[src/rtl/mem_loader_if.sv]
// Byte-stream input, external data-memory write port and session status of the memory loader.
// The loader drives the master side; the byte source, memory and CPU sit on the slave side.
interface mem_loader_if;
    logic        start;
    logic        rx_valid;
    logic [7:0]  rx_data;
    logic        rx_ready;
    logic        Ext_MemWrite;
    logic [31:0] Ext_DataAdr;
    logic [31:0] Ext_WriteData;
    logic        cpu_reset;
    logic        busy;
    logic        done;

    modport master (
        input  start,
        input  rx_valid,
        input  rx_data,
        output rx_ready,
        output Ext_MemWrite,
        output Ext_DataAdr,
        output Ext_WriteData,
        output cpu_reset,
        output busy,
        output done
    );

    modport slave (
        output start,
        output rx_valid,
        output rx_data,
        input  rx_ready,
        input  Ext_MemWrite,
        input  Ext_DataAdr,
        input  Ext_WriteData,
        input  cpu_reset,
        input  busy,
        input  done
    );
endinterface

[src/rtl/mem_loader.sv]
// Collects a little-endian byte stream into 32-bit words and writes WORD_COUNT of them to data
// memory from BASE_ADR upward while holding the CPU in reset; releases the CPU when finished.
module mem_loader #(
    parameter logic [31:0] BASE_ADR   = 32'h0000_0000,
    parameter int unsigned WORD_COUNT = 64
) (
    input logic          clk,
    input logic          reset,
    mem_loader_if.master bus
);

    typedef enum logic [1:0] {StIdle, StCollect, StWrite, StDone} state_e;

    localparam logic [15:0] LastCount = WORD_COUNT[15:0];

    state_e      state_q;
    logic [31:0] adr_q;
    logic [15:0] word_cnt_q;
    logic [1:0]  byte_cnt_q;
    logic [31:0] asm_q;
    logic        rx_ready_q;
    logic        mem_write_q;
    logic [31:0] ext_adr_q;
    logic [31:0] wdata_q;
    logic        busy_q;
    logic        done_q;
    logic        cpu_reset_q;
    logic [15:0] word_cnt_inc;

    assign word_cnt_inc = word_cnt_q + 16'd1;

    // All outputs are registered and set alongside the state they belong to.
    always_ff @(posedge clk or negedge reset) begin
        if (!reset) begin
            state_q     <= StIdle;
            adr_q       <= BASE_ADR;
            word_cnt_q  <= '0;
            byte_cnt_q  <= '0;
            asm_q       <= '0;
            rx_ready_q  <= 1'b0;
            mem_write_q <= 1'b0;
            ext_adr_q   <= BASE_ADR;
            wdata_q     <= '0;
            busy_q      <= 1'b0;
            done_q      <= 1'b0;
            cpu_reset_q <= 1'b1;
        end else begin
            unique case (state_q)
                StIdle, StDone: begin
                    if (bus.start) begin
                        state_q     <= StCollect;
                        adr_q       <= BASE_ADR;
                        ext_adr_q   <= BASE_ADR;
                        word_cnt_q  <= '0;
                        byte_cnt_q  <= '0;
                        asm_q       <= '0;
                        rx_ready_q  <= 1'b1;
                        busy_q      <= 1'b1;
                        done_q      <= 1'b0;
                        cpu_reset_q <= 1'b1;
                    end
                end
                StCollect: begin
                    if (bus.rx_valid) begin
                        byte_cnt_q <= byte_cnt_q + 2'd1;
                        if (byte_cnt_q == 2'd3) begin
                            // Fourth byte goes straight into the write word, saving a cycle.
                            state_q     <= StWrite;
                            wdata_q     <= {bus.rx_data, asm_q[23:0]};
                            ext_adr_q   <= adr_q;
                            mem_write_q <= 1'b1;
                            rx_ready_q  <= 1'b0;
                        end else begin
                            asm_q[{byte_cnt_q, 3'b000} +: 8] <= bus.rx_data;
                        end
                    end
                end
                StWrite: begin
                    mem_write_q <= 1'b0;
                    adr_q       <= adr_q + 32'd4;
                    word_cnt_q  <= word_cnt_inc;
                    if (word_cnt_inc == LastCount) begin
                        state_q     <= StDone;
                        rx_ready_q  <= 1'b0;
                        busy_q      <= 1'b0;
                        done_q      <= 1'b1;
                        cpu_reset_q <= 1'b0;
                    end else begin
                        state_q    <= StCollect;
                        rx_ready_q <= 1'b1;
                    end
                end
                default: begin
                    state_q <= StIdle;
                end
            endcase
        end
    end

    assign bus.rx_ready      = rx_ready_q;
    assign bus.Ext_MemWrite  = mem_write_q;
    assign bus.Ext_DataAdr   = ext_adr_q;
    assign bus.Ext_WriteData = wdata_q;
    assign bus.busy          = busy_q;
    assign bus.done          = done_q;
    assign bus.cpu_reset     = cpu_reset_q;

endmodule

[src/flat_wrapper.sv]
// flat-port wrapper written by rule: the top's interface ports become plain ports
module mem_loader_flat 
#(
    parameter logic [31:0] BASE_ADR   = 32'h0000_0000,
    parameter int unsigned WORD_COUNT = 64
)
  (clk, reset, bus_start, bus_rx_valid, bus_rx_data, bus_rx_ready, bus_Ext_MemWrite, bus_Ext_DataAdr, bus_Ext_WriteData, bus_cpu_reset, bus_busy, bus_done);
  mem_loader_if bus_i ();
  input logic clk;
  input logic reset;
  input wire logic [$bits(bus_i.start)-1:0] bus_start;
  input wire logic [$bits(bus_i.rx_valid)-1:0] bus_rx_valid;
  input wire logic [$bits(bus_i.rx_data)-1:0] bus_rx_data;
  output wire logic [$bits(bus_i.rx_ready)-1:0] bus_rx_ready;
  output wire logic [$bits(bus_i.Ext_MemWrite)-1:0] bus_Ext_MemWrite;
  output wire logic [$bits(bus_i.Ext_DataAdr)-1:0] bus_Ext_DataAdr;
  output wire logic [$bits(bus_i.Ext_WriteData)-1:0] bus_Ext_WriteData;
  output wire logic [$bits(bus_i.cpu_reset)-1:0] bus_cpu_reset;
  output wire logic [$bits(bus_i.busy)-1:0] bus_busy;
  output wire logic [$bits(bus_i.done)-1:0] bus_done;
  assign bus_i.start = bus_start;
  assign bus_i.rx_valid = bus_rx_valid;
  assign bus_i.rx_data = bus_rx_data;
  assign bus_rx_ready = bus_i.rx_ready;
  assign bus_Ext_MemWrite = bus_i.Ext_MemWrite;
  assign bus_Ext_DataAdr = bus_i.Ext_DataAdr;
  assign bus_Ext_WriteData = bus_i.Ext_WriteData;
  assign bus_cpu_reset = bus_i.cpu_reset;
  assign bus_busy = bus_i.busy;
  assign bus_done = bus_i.done;
  mem_loader #(.BASE_ADR(BASE_ADR), .WORD_COUNT(WORD_COUNT)) u_core (.clk(clk), .reset(reset), .bus(bus_i));
endmodule
[config.mk]
export PLATFORM = sky130hd
export DESIGN_NAME = mem_loader_flat
export DESIGN_NICKNAME = d
export VERILOG_FILES = /design/src/rtl/mem_loader_if.sv /design/src/rtl/mem_loader.sv /design/src/flat_wrapper.sv
export SDC_FILE = /design/constraint.sdc
export NUM_CORES = 1
export LEC_CHECK = 0
export CELL_PAD_IN_SITES_DETAIL_PLACEMENT = 1
export CELL_PAD_IN_SITES_GLOBAL_PLACEMENT = 1
export CORE_ASPECT_RATIO = 1.2
export CORE_UTILIZATION = 41
export CTS_BUF_LIST = sky130_fd_sc_hd__clkbuf_2
export CTS_CLUSTER_DIAMETER = 80
export CTS_CLUSTER_SIZE = 16
export DETAILED_ROUTE_END_ITERATION = 10
export PLACE_DENSITY = 0.84
export SYNTH_ARGS = -nofsm -noshare
export SYNTH_HDL_FRONTEND = slang
export SYNTH_SLANG_ARGS = --single-unit
[constraint.sdc]
create_clock -name clk -period 2.3 [get_ports clk]
set_input_delay 0.345 -clock clk [delete_from_list [all_inputs] [get_ports clk]]
set_output_delay 0.345 -clock clk [all_outputs]
set_load 0.02 [all_outputs]
==> flow_summary_export.csv <==
group,metric,value,unit
clock_tree,cts_made_buffers,17,
synth,ys_seq_area_share,55.78,%
sta,final-max-slew-violation-count,0,
status,violations,"negative setup slack",
setup_path,worst_ep_required_time,2.95,ns
synth,synth_edf_count,0,
clock_tree,cts_tree,"yes",
power,power.leakage,3.562,nW
drt,detailedRoute.firstIterationViolations,193,
setup_path,crit_path_end_kind,"flop",
place,hpwl,11.93,mm
synth,ys_async_sr_fraction,100.0,%
synth,yosys-top-cells-area,"dfrtp_1, a22o_1, o21ai_0",
setup_path,worstSetupPathType,"reg2reg",
synth,yosysTopAreaCell,"dfrtp_1",
sta,worst_hold_slack,0.1371,ns
sta,fmax,433.3,MHz
status,outcome,"finished with violations",
drt,vias,5056,
final_layout,area_growth,25.87,%
global_route,grt_max_degree,59,
global_route,use_met3,3.946,%
drt,drcViolationCount,0,
sta,relSlewSlack,52.24,%
drt,drt_first_pass_iters,6,
synth,syn_area,6327,um2
global_route,gr-usage-all-layers,23.24,%
global_route,use_met1,28.26,%
clock_tree,h-tree-depth,4,
global_route,met2_usage,40.34,%
sta,tightest_slew,0.7147,ns
synth,synthDistinctLibCells,54,
sta,setup_tns,-0.007661,ns
power,vdd_drop_max,544.5,uV
global_route,top_usage_layer,"met2",
clock_tree,clk_latency,0.74,ns
drt,wl_per_cell,18.34,um
place,pre_cts_slack,-0.2064,ns
die,die_w,115.4,um
die,dieHeight,138.1,um
sta,fin_crit_sh,100.3,%
synth,yosysMostFrequentCell,"dfrtp_1",
drt,wl,17.07,mm
synth,synth_warnings,0,
global_route,antenna_found_initial,1,
clock_tree,path_clk_slew,0.22,ns
clock_tree,clockBufferDepth,2,
synth,syn-mean-instance-area,10.60,um2
place,portBuffers,78,
global_route,grt_pass1_wl,28.48,mm
setup_path,cp.arrival,2.95,ns
setup_path,cp_max_fo,3,
run,maxCapViolations,0,
clock_tree,cts_sinks,141,
worst_hold_path,hold_path_class,"in2async",
place,gp_congestion,0.7904,
final_layout,fillCellCount,1649,
setup_path,crit_path_start_kind,"flop",
synth,synthCells,597,
sta,skew,0.02991,ns
die,core,15020,um2
sta,grt_setup_unrepaired,"true",
sta,fin_crit,2.308,ns
synth,synth_common_cells,"dfrtp_1, nand2_1, o21ai_0",
die,die_area,15940,um2
synth,ys_ff_latch,141,
power,power_density,820.8,nW/um2
synth,synth.top_cell.area_share,55.37,%
power,finalPower,6.537,mW
drt,routed_via_density,5.431,
sta,finalHoldViolCount,0,
clock_tree,cts-root-buf,"clkbuf_2",
die,start_util,42.12,%
sta,fin_ws,-0.007661,ns
global_route,grt_pass1_vias,5532,
final_layout,drive_gt1_share,18.04,%
die,rows,49,
setup_path,rrSetupSlack,-0.008,ns
final_layout,nets,735,
drt,drtAntennaViolNets,0,
die,top_level_ports,81,
global_route,overflow,0,
sta,setup-violations-final,1,
synth,synth_top_flop_cell,"dfrtp_1",
==> per-layer routing <==
layer  up-vias  wire length, um
met3        31              532
met4         0              360
met5         -                0
met2       104             9001
li1       2350                -
met1      2571             7178
==> final timing paths <==
path | startpoint | end | cells past startpoint
worst max-delay path | u_core.word_cnt_q[1] | u_core.bus.busy | 7
worst min-delay path | reset | u_core.bus.Ext_WriteData[2] | 2
worst max register to register | u_core.word_cnt_q[1] | u_core.bus.busy | 7
worst min register to register | u_core.bus.Ext_WriteData[16] | u_core.bus.Ext_WriteData[16] | 2
max in group asynchronous | reset | u_core.bus.cpu_reset | 3
min in group clk | bus_rx_data[1] | u_core.asm_q[1] | 3
==> metrics by stage <==
step / util, % / cell area (um2) / cells
floorplan: - / 6350 / 598
global placement: 50.70 / 7615 / 891
detailed placement: 50.70 / 7615 / 891
CTS: 52.78 / 7928 / 929
global route: 53.02 / 7964 / 931
finish: 53.02 / 7964 / 931
==> state kept, by name, indices dropped and copies added (netlist names) <==
signal	flops
u_core.bus.Ext_WriteData	32
u_core.word_cnt_q	16
u_core.bus.busy	1
u_core.bus.Ext_MemWrite	1
u_core.bus.cpu_reset	1
u_core.adr_q	30
u_core.state_q	2
u_core.asm_q	24
u_core.byte_cnt_q	2
u_core.bus.done	1
u_core.bus.rx_ready	1
u_core.bus.Ext_DataAdr	30
==> worst max-delay path, stage by stage (launching register included) <==
cell and delay, ns:
dfrtp_2 0.44, ha_4 0.14, nand4_1 0.12, or4_4 0.58, xor2_2 0.16, nand3_2 0.09
or4_4 0.52, a21o_1 0.18
==> power by group <==
group | internal, mW | switching, mW | total, mW
combinational | 0.842 | 1.31 | 2.15
clock | 0.499 | 0.945 | 1.44
sequential | 2.75 | 0.192 | 2.94
==> placed cells by master, fill, tap and decap left out, types with 7 or more instances in the layout <==
cell / netlist / routed
dfrtp_1: 140 / 138
o21ai_0: 59 / 58
mux2_2: 24 / 24
clkbuf_2: 0 / 18
nor3_1: 8 / 7
xor2_1: 9 / 8
xnor2_1: 16 / 16
and3_1: 7 / 7
ha_1: 10 / 8
nand4_1: 12 / 12
nand3_1: 28 / 28
clkdlybuf4s50_1: 0 / 76
nand2_1: 62 / 62
inv_1: 23 / 22
a22o_1: 42 / 42
nor2_1: 46 / 40
a21oi_1: 16 / 16
buf_4: 3 / 46
==> repair_timing <==
action | CTS | global route
hold endpoints to repair | 140 | 0
pin swaps | 8 | 6
endpoints found under the setup margin | 52 | 59
gates resized for setup | 7 | 7
hold buffers | 1 | 0
setup buffers | 5 | 1
==> area by class of cell <==
cell class                 instances  area (um2)  share of cell area, %
sequential                       141        3532                  44.35
multi-input combinational        402        2656                  33.35
timing repair buffer             128        1196                  15.02
tap                              204       255.2                  3.205
clock inverter                    14       145.1                  1.822
clock buffer                      18       90.09                  1.131
inverter                          23       86.33                  1.084
antenna                            1       2.502                0.03142
==> logic make-up (layout without fill, tap and decap cells) <==
family          Yosys count  after routing  synth area share, %
fa+ha+maj                10             10                1.977
mux                      28             28                4.963
flops                   141            141                55.78
other cells               1              3              0.05927
buf+inv                  55            183                3.539
xor+xnor                 25             25                3.461
compound gates          144            144                14.87
simple gates            193            193                15.35
(Power assumes the default switching activity.)
==> patch (config.mk and constraints unchanged) <==
The 4 states of `state_e` get a one-hot encoding in 4 bits.
--- a/src/rtl/mem_loader.sv
+++ b/src/rtl/mem_loader.sv
@@ -10,5 +10,5 @@
 );
 
-    typedef enum logic [1:0] {StIdle, StCollect, StWrite, StDone} state_e;
+    typedef enum logic [3:0] {StIdle = 4'b0001, StCollect = 4'b0010, StWrite = 4'b0100, StDone = 4'b1000} state_e;
 
     localparam logic [15:0] LastCount = WORD_COUNT[15:0];
Function: no difference found for any inputs over 10 cycles, from zero or initial values and one cycle with reset low; not proved beyond that.
==> patch against the unedited design <==
- final cell count decreased by 3.7%
- synthesized cell count is 1.0% lower
- design area shrank 0.80%
- count of clock-buffer cells in the layout stayed put
- sequential cell count rose by 2
- area after synthesis is 0.75% higher
- setup slack improved by 0.13 ns
- routed wire length decreased by 1.2%
- largest cell class unchanged
- highest routed layer unchanged
Power is not compared: it rests on default switching activity, and its combinational part moved more than twofold at a synthesized area within 25%.
==> patch: results <==
{
  "outcome": "completed",
  "critPathMaxFanout": 2,
  "drt_iter0_drc": 235,
  "netSwitchingPower_mw": 1.70,
  "power.combinational.fraction_pct": 17.5,
  "place.port_buffers": 78,
  "grt_start_max_net_pins": 59,
  "initial_antenna_violation_count": 0,
  "cell_class_contributing_the_biggest_share_of_worst_path_delay": "buffers and inverters",
  "clkLatencyLatePin_ns": 0.76,
  "p_leak_nw": 3.53,
  "max_slew_margin_pct": 60.1,
  "placement.setup.worst_slack_ns": -0.105,
  "detailedRoute.firstPassIterationCount": 4,
  "first_pass_grt_wire_length_um": 28300,
  "dp.cells": 861,
  "cts-root-to-sink-buffers": 2,
  "diodes": 0,
  "worst_hold_path_type": "primary input to asynchronous set/reset pin",
  "cts_htree_levels": 4,
  "viasPerCell": 5.58,
  "cp_slowest_cell": "sky130_fd_sc_hd__clkdlybuf4s50_1",
  "timing.clock.skew_ns": 0.0284,
  "cp_data_arrival_time_ns": 1.83,
  "vdd_drop_max_v": 0.000328,
  "post_synth_cell_types": 49,
  "via_count_of_the_first_global_routing_pass": 5484,
  "detailroute.via_count": 5009,
  "powerSeq_mw": 2.75,
  "place_hpwl_um": 11600,
  "ys_async_sr_fraction_pct": 100,
  "synth.area.top_cells": "sky130_fd_sc_hd__dfrtp_1 55%, sky130_fd_sc_hd__mux2_2 5.7%, sky130_fd_sc_hd__a22o_1 5.4%",
  "fraction_of_layout_instances_using_a_drive_strength_above_1_pct": 17.5,
  "netlist_top_cells_count": "141 x sky130_fd_sc_hd__dfrtp_1, 68 x sky130_fd_sc_hd__o21ai_0, 55 x sky130_fd_sc_hd__nand2_1",
  "seq_area_frac_synth_pct": 56.2,
  "cp_slowest_stage_delay_ns": 0.62,
  "clk_pin_slew_ns": 0.22,
  "cts_inserted_buffers": 17,
  "synth-main-ff-cell": "sky130_fd_sc_hd__dfrtp_1",
  "num-fill-cells": 1680,
  "grt_util_all_layers_pct": 22.9,
  "cts-root-buf": "sky130_fd_sc_hd__clkbuf_2",
  "largest_reg_flops": 32,
  "synth_cells": 591,
  "nets": 699,
  "totalWireLength_um": 16900,
  "gp_congestion": 0.852,
  "synthesis.yosys.warnings": 0
}
[patch: changes by cell type after synthesis, sizes merged, moves of 10 or more]
cell / unedited run / this run
a21oi: 16 / 4
a31oi: 2 / 12
buf: 12 / 24
nor2: 46 / 29
o21ai: 62 / 73
[patch: timing repair]
| action | in CTS | in global routing |
|---|---|---|
| setup buffers | 0 | 3 |
| pin swaps | 0 | 1 |
| hold buffers | 1 | 0 |
| setup endpoints to repair | 8 | 35 |
| hold endpoints to repair | 141 | 0 |
| resized for setup | 4 | 10 |
[patch: logic make-up (layout without fill, tap and decap cells)]
| kind of cell | Yosys count | count (layout) | synth area share [%] |
|---|---|---|---|
| simple gates | 186 | 186 | 15.0 |
| fa+ha+maj | 7 | 7 | 1.37 |
| compound gates | 143 | 143 | 14.4 |
| mux | 39 | 39 | 6.95 |
| other cells | 1 | 2 | 0.0588 |
| xor+xnor | 15 | 15 | 2.06 |
| buf+inv | 57 | 158 | 3.96 |
| flops | 143 | 143 | 56.2 |
[patch: final timing paths]
kind / startpoint / endpoint / slack, ns / cells after the start
setup reg to reg: u_core.state_q[2]$_DFFE_PN0P_ / u_core.adr_q[29]$_DFFE_PN0P_ / 0.13 / 5
min in group clk: bus_rx_data[7] / u_core.asm_q[15]$_DFFE_PN0P_ / 0.25 / 3
hold / removal: reset / u_core.bus.Ext_WriteData[12]$_DFFE_PN0P_ / 0.09 / 2
hold reg to reg: u_core.asm_q[12]$_DFFE_PN0P_ / u_core.asm_q[12]$_DFFE_PN0P_ / 0.51 / 2
max in group asynchronous: reset / u_core.bus.cpu_reset$_DFFE_PN1P_ / 1.47 / 3
setup / recovery: u_core.bus.Ext_DataAdr[3]$_DFFE_PN0P_ / bus_Ext_DataAdr[3] / 0.12 / 1
[patch: metal layers]
metal | up-vias | track usage, % | wire (um)
li1 | 2291 | - | -
met1 | 2573 | 27.2 | 6860
met2 | 115 | 39.7 | 8900
met3 | 30 | 5.20 | 727
met4 | 0 | 8.77 | 380
met5 | - | 0 | 0
[patch: layout make-up]
type | instances | share of cell area [%]
inverter | 14 | 0.665
tap | 204 | 3.23
timing repair buffer | 112 | 13.8
multi-input combinational | 392 | 32.7
clock inverter | 14 | 3.01
sequential | 143 | 45.4
clock buffer | 18 | 1.14
[patch: metrics by stage]
step	hold WS [ns]	instance area, um2	power [mW]
6_report	0.0854	7900	5.61
5_1_grt	0.0494	7900	5.89
4_1_cts	0.0595	7850	5.63
3_5_place_dp	0.354	7500	3.74
3_3_place_gp	0.349	7500	3.67
2_1_floorplan	0.0494	6380	3.36
